$ cat config.mk
export PLATFORM = sky130hd
export DESIGN_NAME = cam_pixel_tx
export DESIGN_NICKNAME = d
export VERILOG_FILES = /design/src/rtl/cam_pkg.sv /design/src/rtl/cam_tx_timing.sv /design/src/rtl/cam_pixel_tx.sv
export SDC_FILE = /design/constraint.sdc
export NUM_CORES = 1
export LEC_CHECK = 0
export BUFFER_PORTS_ARGS = -buffer_cell sky130_fd_sc_hd__buf_2
export CORE_UTILIZATION = 40
export CTS_BUF_LIST = sky130_fd_sc_hd__clkbuf_4 sky130_fd_sc_hd__clkbuf_8
export DETAILED_ROUTE_END_ITERATION = 8
export SYNTH_ARGS = -nofsm -noshare
export SYNTH_HDL_FRONTEND = slang
export SYNTH_SLANG_ARGS = --single-unit
$ cat constraint.sdc
create_clock -name p_clock -period 2.8 [get_ports p_clock]
set_clock_uncertainty 0.2 [all_clocks]
set_input_delay 0.42 -clock p_clock [delete_from_list [all_inputs] [get_ports p_clock]]
set_output_delay 0.42 -clock p_clock [all_outputs]
set_load 0.01 [all_outputs]
$ cat src/rtl/cam_pkg.sv
// Shared types and default geometry for the camera pixel transmitter.
package cam_pkg;

   // Video timing FSM states
   typedef enum logic [2:0] {
      ST_IDLE   = 3'd0,
      ST_VSYNC  = 3'd1,
      ST_VBACK  = 3'd2,
      ST_ACTIVE = 3'd3,
      ST_HBLANK = 3'd4,
      ST_VFRONT = 3'd5
   } cam_state_e;

   // Default geometry (VGA-like frame)
   localparam int unsigned DEF_H_ACTIVE   = 640;
   localparam int unsigned DEF_V_ACTIVE   = 480;
   localparam int unsigned DEF_VSYNC_CYC  = 1568;
   localparam int unsigned DEF_VBACK_CYC  = 17;
   localparam int unsigned DEF_HBLANK_CYC = 288;
   localparam int unsigned DEF_VFRONT_CYC = 10;

   // Data path widths
   localparam int unsigned PIX_W  = 16;
   localparam int unsigned BYTE_W = 8;

   // Larger of two unsigned values, for sizing shared counters
   function automatic int unsigned max_u(input int unsigned a, input int unsigned b);
      return (a > b) ? a : b;
   endfunction

   // Counter width able to hold 0..v-1, never narrower than one bit
   function automatic int unsigned clog2_min1(input int unsigned v);
      return (v <= 1) ? 1 : $clog2(v);
   endfunction

endpackage

$ cat src/rtl/cam_tx_timing.sv
// Frame/line timing generator: FSM, cycle and line counters, registered sync strobes.
module cam_tx_timing
   import cam_pkg::*;
#(
   parameter int unsigned H_ACTIVE   = DEF_H_ACTIVE,
   parameter int unsigned V_ACTIVE   = DEF_V_ACTIVE,
   parameter int unsigned VSYNC_CYC  = DEF_VSYNC_CYC,
   parameter int unsigned VBACK_CYC  = DEF_VBACK_CYC,
   parameter int unsigned HBLANK_CYC = DEF_HBLANK_CYC,
   parameter int unsigned VFRONT_CYC = DEF_VFRONT_CYC
) (
   input  logic p_clock,
   input  logic rst_n,
   input  logic enable,
   output logic vsync,
   output logic href,
   output logic pix_ready,
   output logic frame_start
);

   localparam int unsigned LINE_BYTES = 2 * H_ACTIVE;
   localparam int unsigned CNT_MAX    = max_u(max_u(max_u(VSYNC_CYC, VBACK_CYC),
                                                    max_u(LINE_BYTES, HBLANK_CYC)),
                                              VFRONT_CYC);
   localparam int unsigned CNT_W      = clog2_min1(CNT_MAX);
   localparam int unsigned LINE_W     = clog2_min1(V_ACTIVE);

   localparam logic [CNT_W-1:0]  VSYNC_LAST  = CNT_W'(VSYNC_CYC - 1);
   localparam logic [CNT_W-1:0]  VBACK_LAST  = CNT_W'(VBACK_CYC - 1);
   localparam logic [CNT_W-1:0]  BYTE_LAST   = CNT_W'(LINE_BYTES - 1);
   localparam logic [CNT_W-1:0]  HBLANK_LAST = CNT_W'(HBLANK_CYC - 1);
   localparam logic [CNT_W-1:0]  VFRONT_LAST = CNT_W'(VFRONT_CYC - 1);
   localparam logic [LINE_W-1:0] LINE_LAST   = LINE_W'(V_ACTIVE - 1);
   localparam logic [CNT_W-1:0]  CNT_ONE     = CNT_W'(1);
   localparam logic [LINE_W-1:0] LINE_ONE    = LINE_W'(1);

   cam_state_e        state_q, state_d;
   logic [CNT_W-1:0]  cnt_q, cnt_d;
   logic [LINE_W-1:0] line_q, line_d;
   logic              vsync_q, vsync_d;
   logic              href_q, href_d;
   logic              pix_ready_q, pix_ready_d;
   logic              frame_start_q, frame_start_d;

   // Next-state and counter update; cnt is the in-state cycle (byte) count
   always_comb begin
      state_d = state_q;
      cnt_d   = cnt_q;
      line_d  = line_q;
      case (state_q)
         ST_IDLE: begin
            cnt_d  = '0;
            line_d = '0;
            if (enable) state_d = ST_VSYNC;
         end
         ST_VSYNC: begin
            if (cnt_q == VSYNC_LAST) begin
               state_d = ST_VBACK;
               cnt_d   = '0;
            end else begin
               cnt_d = cnt_q + CNT_ONE;
            end
         end
         ST_VBACK: begin
            if (cnt_q == VBACK_LAST) begin
               state_d = ST_ACTIVE;
               cnt_d   = '0;
            end else begin
               cnt_d = cnt_q + CNT_ONE;
            end
         end
         ST_ACTIVE: begin
            if (cnt_q == BYTE_LAST) begin
               cnt_d = '0;
               if (line_q == LINE_LAST) begin
                  state_d = ST_VFRONT;
                  line_d  = '0;
               end else begin
                  state_d = ST_HBLANK;
                  line_d  = line_q + LINE_ONE;
               end
            end else begin
               cnt_d = cnt_q + CNT_ONE;
            end
         end
         ST_HBLANK: begin
            if (cnt_q == HBLANK_LAST) begin
               state_d = ST_ACTIVE;
               cnt_d   = '0;
            end else begin
               cnt_d = cnt_q + CNT_ONE;
            end
         end
         ST_VFRONT: begin
            if (cnt_q == VFRONT_LAST) begin
               state_d = enable ? ST_VSYNC : ST_IDLE;
               cnt_d   = '0;
            end else begin
               cnt_d = cnt_q + CNT_ONE;
            end
         end
         default: begin
            state_d = ST_IDLE;
            cnt_d   = '0;
            line_d  = '0;
         end
      endcase
   end

   // Strobes decoded from the upcoming state so they line up with it once registered
   always_comb begin
      vsync_d       = (state_d == ST_VSYNC);
      href_d        = (state_d == ST_ACTIVE);
      frame_start_d = (state_q == ST_VBACK) && (state_d == ST_ACTIVE);
      // Request a pixel in the cycle just before every high-byte cycle
      pix_ready_d   = ((state_d == ST_VBACK)  && (cnt_d == VBACK_LAST))  ||
                      ((state_d == ST_HBLANK) && (cnt_d == HBLANK_LAST)) ||
                      ((state_d == ST_ACTIVE) && cnt_d[0] && (cnt_d != BYTE_LAST));
   end

   // State, counters and strobe registers with synchronous reset
   always_ff @(posedge p_clock) begin
      if (!rst_n) begin
         state_q       <= ST_IDLE;
         cnt_q         <= '0;
         line_q        <= '0;
         vsync_q       <= 1'b0;
         href_q        <= 1'b0;
         pix_ready_q   <= 1'b0;
         frame_start_q <= 1'b0;
      end else begin
         state_q       <= state_d;
         cnt_q         <= cnt_d;
         line_q        <= line_d;
         vsync_q       <= vsync_d;
         href_q        <= href_d;
         pix_ready_q   <= pix_ready_d;
         frame_start_q <= frame_start_d;
      end
   end

   assign vsync       = vsync_q;
   assign href        = href_q;
   assign pix_ready   = pix_ready_q;
   assign frame_start = frame_start_q;

endmodule

$ cat src/rtl/cam_pixel_tx.sv
// DVP-style camera transmitter: serialises RGB565 pixels as two bytes per href cycle pair.
module cam_pixel_tx
   import cam_pkg::*;
#(
   parameter int unsigned H_ACTIVE   = DEF_H_ACTIVE,
   parameter int unsigned V_ACTIVE   = DEF_V_ACTIVE,
   parameter int unsigned VSYNC_CYC  = DEF_VSYNC_CYC,
   parameter int unsigned VBACK_CYC  = DEF_VBACK_CYC,
   parameter int unsigned HBLANK_CYC = DEF_HBLANK_CYC,
   parameter int unsigned VFRONT_CYC = DEF_VFRONT_CYC
) (
   input  logic              p_clock,
   input  logic              rst_n,
   input  logic              enable,
   input  logic [PIX_W-1:0]  pix_data,
   input  logic              pix_valid,
   output logic              pix_ready,
   output logic              vsync,
   output logic              href,
   output logic [BYTE_W-1:0] p_data,
   output logic              frame_start,
   output logic              underrun,
   input  logic              underrun_clr
);

   logic              ready_c;
   logic              miss_c;
   logic [BYTE_W-1:0] p_data_q, p_data_d;
   logic [BYTE_W-1:0] lo_byte_q, lo_byte_d;
   logic              lo_pend_q, lo_pend_d;
   logic              underrun_q, underrun_d;

   cam_tx_timing #(
      .H_ACTIVE   (H_ACTIVE),
      .V_ACTIVE   (V_ACTIVE),
      .VSYNC_CYC  (VSYNC_CYC),
      .VBACK_CYC  (VBACK_CYC),
      .HBLANK_CYC (HBLANK_CYC),
      .VFRONT_CYC (VFRONT_CYC)
   ) u_timing (
      .p_clock     (p_clock),
      .rst_n       (rst_n),
      .enable      (enable),
      .vsync       (vsync),
      .href        (href),
      .pix_ready   (ready_c),
      .frame_start (frame_start)
   );

   // Byte mux and low-byte hold; a missing pixel is sent as zeros
   always_comb begin
      p_data_d  = '0;
      lo_byte_d = lo_byte_q;
      lo_pend_d = ready_c;
      miss_c    = ready_c & ~pix_valid;
      if (ready_c) begin
         p_data_d  = pix_valid ? pix_data[PIX_W-1:BYTE_W] : '0;
         lo_byte_d = pix_valid ? pix_data[BYTE_W-1:0]     : '0;
      end else if (lo_pend_q) begin
         p_data_d = lo_byte_q;
      end
   end

   // Sticky underrun; a fresh miss overrides a same-cycle clear
   always_comb begin
      underrun_d = underrun_q;
      if (underrun_clr) underrun_d = 1'b0;
      if (miss_c)       underrun_d = 1'b1;
   end

   // Output and hold registers; reset drops any pending low byte
   always_ff @(posedge p_clock) begin
      if (!rst_n) begin
         p_data_q   <= '0;
         lo_byte_q  <= '0;
         lo_pend_q  <= 1'b0;
         underrun_q <= 1'b0;
      end else begin
         p_data_q   <= p_data_d;
         lo_byte_q  <= lo_byte_d;
         lo_pend_q  <= lo_pend_d;
         underrun_q <= underrun_d;
      end
   end

   assign pix_ready = ready_c;
   assign p_data    = p_data_q;
   assign underrun  = underrun_q;

endmodule

==> flow_metrics.env <==
export IMPL_synth_adder_area_share=0.0219
export IMPL_finalMaxSlewViolations=0
export IMPL_yosysUniqueCellTypes=58
export IMPL_core_region_area_sq_mm=0.00551
export IMPL_htreeDepth=2
export IMPL_die_w_um=77.5
export IMPL_cp_top_family="simple AND/OR/NAND/NOR gates"
export IMPL_grt_start_max_net_pins=20
export IMPL_clock_sinks=45
export IMPL_avgSynthCellArea_sq_um=8.85
export IMPL_status="finished, final reports clean"
export IMPL_dp_hpwl_um=3600
export IMPL_synth_edff_count=0
export IMPL_synth_cells=258
export IMPL_antenna_found_initial=0
export IMPL_fill_cells=545
export IMPL_p_per_area_mw_per_mm2=473
export IMPL_clock_fmax_ghz=0.387
export IMPL_grt_usage=0.171
export IMPL_intPower_uw=972
export IMPL_p_clk_frac=0.416
export IMPL_routed_wl_um=4940
export IMPL_hold_path_depth=3
export IMPL_finalHoldViolations=0
export IMPL_clk_pin_slew_ps=80
export IMPL_cts_path_max_buffers=2
export IMPL_root_buffer="clkbuf_8"
export IMPL_placementRows=27
export IMPL_vias=1914
export IMPL_dr_pass1_iters=7
export IMPL_hold_class="in -> reg"
export IMPL_synth_top_cell_by_area="dfxtp_1"
export IMPL_postRouteAntennaNets=0
export IMPL_slowest_stage="or4_1"
export IMPL_crit_fanout=8
export IMPL_post_cts_buffers=0
export IMPL_clkLatencyLatePin_ps=280
export IMPL_synth_common_cells="dfxtp_1, nor2b_1, nor2_1"
export IMPL_max_stage_delay_ps=540
export IMPL_synthesis_nets=283
export IMPL_rsz0062_at_grt="no"
export IMPL_critPathKind="reg -> reg"
export IMPL_setup_tns_final_ps=0
export IMPL_sw_frac_of_total=0.206
export IMPL_synth_compound_area_frac=0.146
export IMPL_dp_cells=353
export IMPL_combinationalPowerShare=0.054
export IMPL_ys_ff_latch=45
export IMPL_irDropWorstVdd_mv=0.342
export IMPL_hold_buffers=0
export IMPL_yosys_top_cells_area="dfxtp_1, nor2b_1, nor2_1"
export IMPL_grt_pass1_wl_um=8270
export IMPL_avgViaCountPerCell=5.30
export IMPL_drv_cap=0
export IMPL_numCtsBuffers=5
export IMPL_drive_gt1_frac=0.201
export IMPL_power_share_sequential=0.530
export IMPL_power_leakage_uw=0.000987
export IMPL_avgRoutedWirePerCell_um=13.7
export IMPL_synth_top_area_share=0.395
export IMPL_die_area_sq_mm=0.00601
export IMPL_cp_depth=7
export IMPL_finalNonFillerCells=361
export IMPL_io_pins=34
export IMPL_reg2reg_depth=7
export IMPL_yosys_warnings=0
export IMPL_synth_top_family_by_area="simple AND/OR/NAND/NOR gates"
export IMPL_synthArstFlopShare=0
export IMPL_dr_first_iter_drc_count=110
export IMPL_multiInputGateArea_sq_mm=0.00124
export IMPL_cts_resized=0
export IMPL_finalSetupViolCount=0
export IMPL_nets=313
export IMPL_cp_startpoint="u_timing.cnt_q[0]$_SDFF_PN0_"
export IMPL_seq_area_sq_um=901
export IMPL_finalWeightedCongestion=0.885
export IMPL_portBuffers=33
export IMPL_drc=0
export IMPL_post_route_period_util=0.923
export IMPL_synth_xor_area_share=0.0461
export IMPL_path_buf_inv=0
export IMPL_required_ps=2770
export IMPL_grt_remaining_overflow=0
export IMPL_synthMuxAreaShare=0
export IMPL_crit_arrival_ps=2550
export IMPL_relSlewSlack=0.612
export IMPL_min_from="pix_data[1]"
export IMPL_r2r_start="u_timing.cnt_q[0]$_SDFF_PN0_"
export IMPL_ys_flop_type="dfxtp_1"
export IMPL_cts_tree="yes"
export IMPL_crit_chain="ha_1 > nand3_1 > or4_1 > a2111oi_0 > a41oi_1 > nand4b_1 > o31ai_2"
export IMPL_end_kind="register"
export IMPL_grt_pass1_vias=1768
export IMPL_seq_area_frac_synth=0.395
export IMPL_start_util=0.414
export IMPL_cp_start_kind="register"
export IMPL_worstMarginPinSlew_ps=576
export IMPL_syn2layout_area_growth_pct=13.4
export IMPL_power_switching_uw=252
export IMPL_fin_crit_ps=2590
export IMPL_chipHeight_um=77.5
export IMPL_syn_area_sq_mm=0.00228
export IMPL_post_synth_top_count_cell="dfxtp_1"
export IMPL_antennaDiodeCount=0
export IMPL_synthSimpleGateAreaFrac=0.327
[layer usage]
metal / track usage / wire length, um
met1: 0.230 / 2520
met2: 0.273 / 2260
met3: 0.0412 / 157
met4: 0.0415 / 0
met5: 0 / 0
[path summary, 6_finish.rpt]
kind | to | slack, ps
worst max register to register | u_timing.pix_ready$_SDFF_PN0_ | 210
worst max-delay path | u_timing.pix_ready$_SDFF_PN0_ | 210
worst min register to register | u_timing.line_q[1]$_SDFFE_PN0P_ | 300
worst min-delay path | lo_byte_q[1]$_SDFFE_PN0P_ | 180
[cell usage in the layout (no fill, tap or decap), types with 4 or more instances in the layout]
cell      netlist  layout
nor2b_1        26      26
buf_4           1       5
o21ai_0         5       5
xor2_1          6       6
clkbuf_8        1       6
nor3_1          7       7
nor3b_1         5       5
nand3_1        12      12
ha_1            4       4
xnor2_1         6       6
buf_2           2      33
a22oi_1         7       7
nand2_1        12      12
a21oi_1        12      12
dfxtp_1        45      45
nor2_1         21      21
nand3b_1        6       6
inv_1           9       9
and2_1          5       5
nand4_1         7       7
[sequential cells by signal, summed over array words and instances, names as in the netlist]
signal and cells:
u_timing.cnt_q 11, u_timing.line_q 9, lo_byte_q 8, p_data 8, u_timing.state_q 3, lo_pend_q 1, u_timing.frame_start 1, u_timing.href 1
u_timing.pix_ready 1, u_timing.vsync 1, underrun 1
[cells by family after synthesis]
group / after synthesis
simple gates: 126
fa+ha+maj: 4
xor+xnor: 12
buf+inv: 25
flops: 45
compound gates: 46
[worst register-to-register path, delay by kind of cell, from the launching register on]
kind / cells / cell delay (ps)
simple gates: 3 / 810
compound gates: 3 / 700
fa+ha+maj: 1 / 290
flops: 1 / 480
[stage by stage]
step | setup WS [ps] | hold WS [ps] | cell area, sq um | util | total power [uW]
floorplan | 406 | 258 | 2280 | - | 705
global placement | 319 | 272 | 2470 | 0.448 | 730
detailed placement | 295 | 288 | 2470 | 0.448 | 729
CTS | 271 | 170 | 2590 | 0.470 | 1250
global route | 133 | 174 | 2590 | 0.470 | 1280
finish | 215 | 181 | 2590 | 0.470 | 1220
[power groups by stage]
| stage | Clock [uW] | Sequential (uW) | Combinational [uW] |
|---|---|---|---|
| 6_report | 510 | 649 | 66.0 |
| 3_3_place_gp | 0 | 664 | 66.1 |
| 2_1_floorplan | 0 | 661 | 43.7 |
| 3_5_place_dp | 0 | 664 | 65.2 |
| 4_1_cts | 531 | 648 | 65.9 |
| 5_1_grt | 553 | 650 | 72.8 |
[layout make-up]
type / instances / area share
Clock inverter: 1 / 0.0116
Sequential cell: 45 / 0.348
Timing Repair Buffer: 38 / 0.0783
Tap cell: 72 / 0.0348
Multi-Input combinational cell: 188 / 0.478
Clock buffer: 7 / 0.0348
Inverter: 10 / 0.0145
Note: power is estimated with default switching activity, not from simulation.
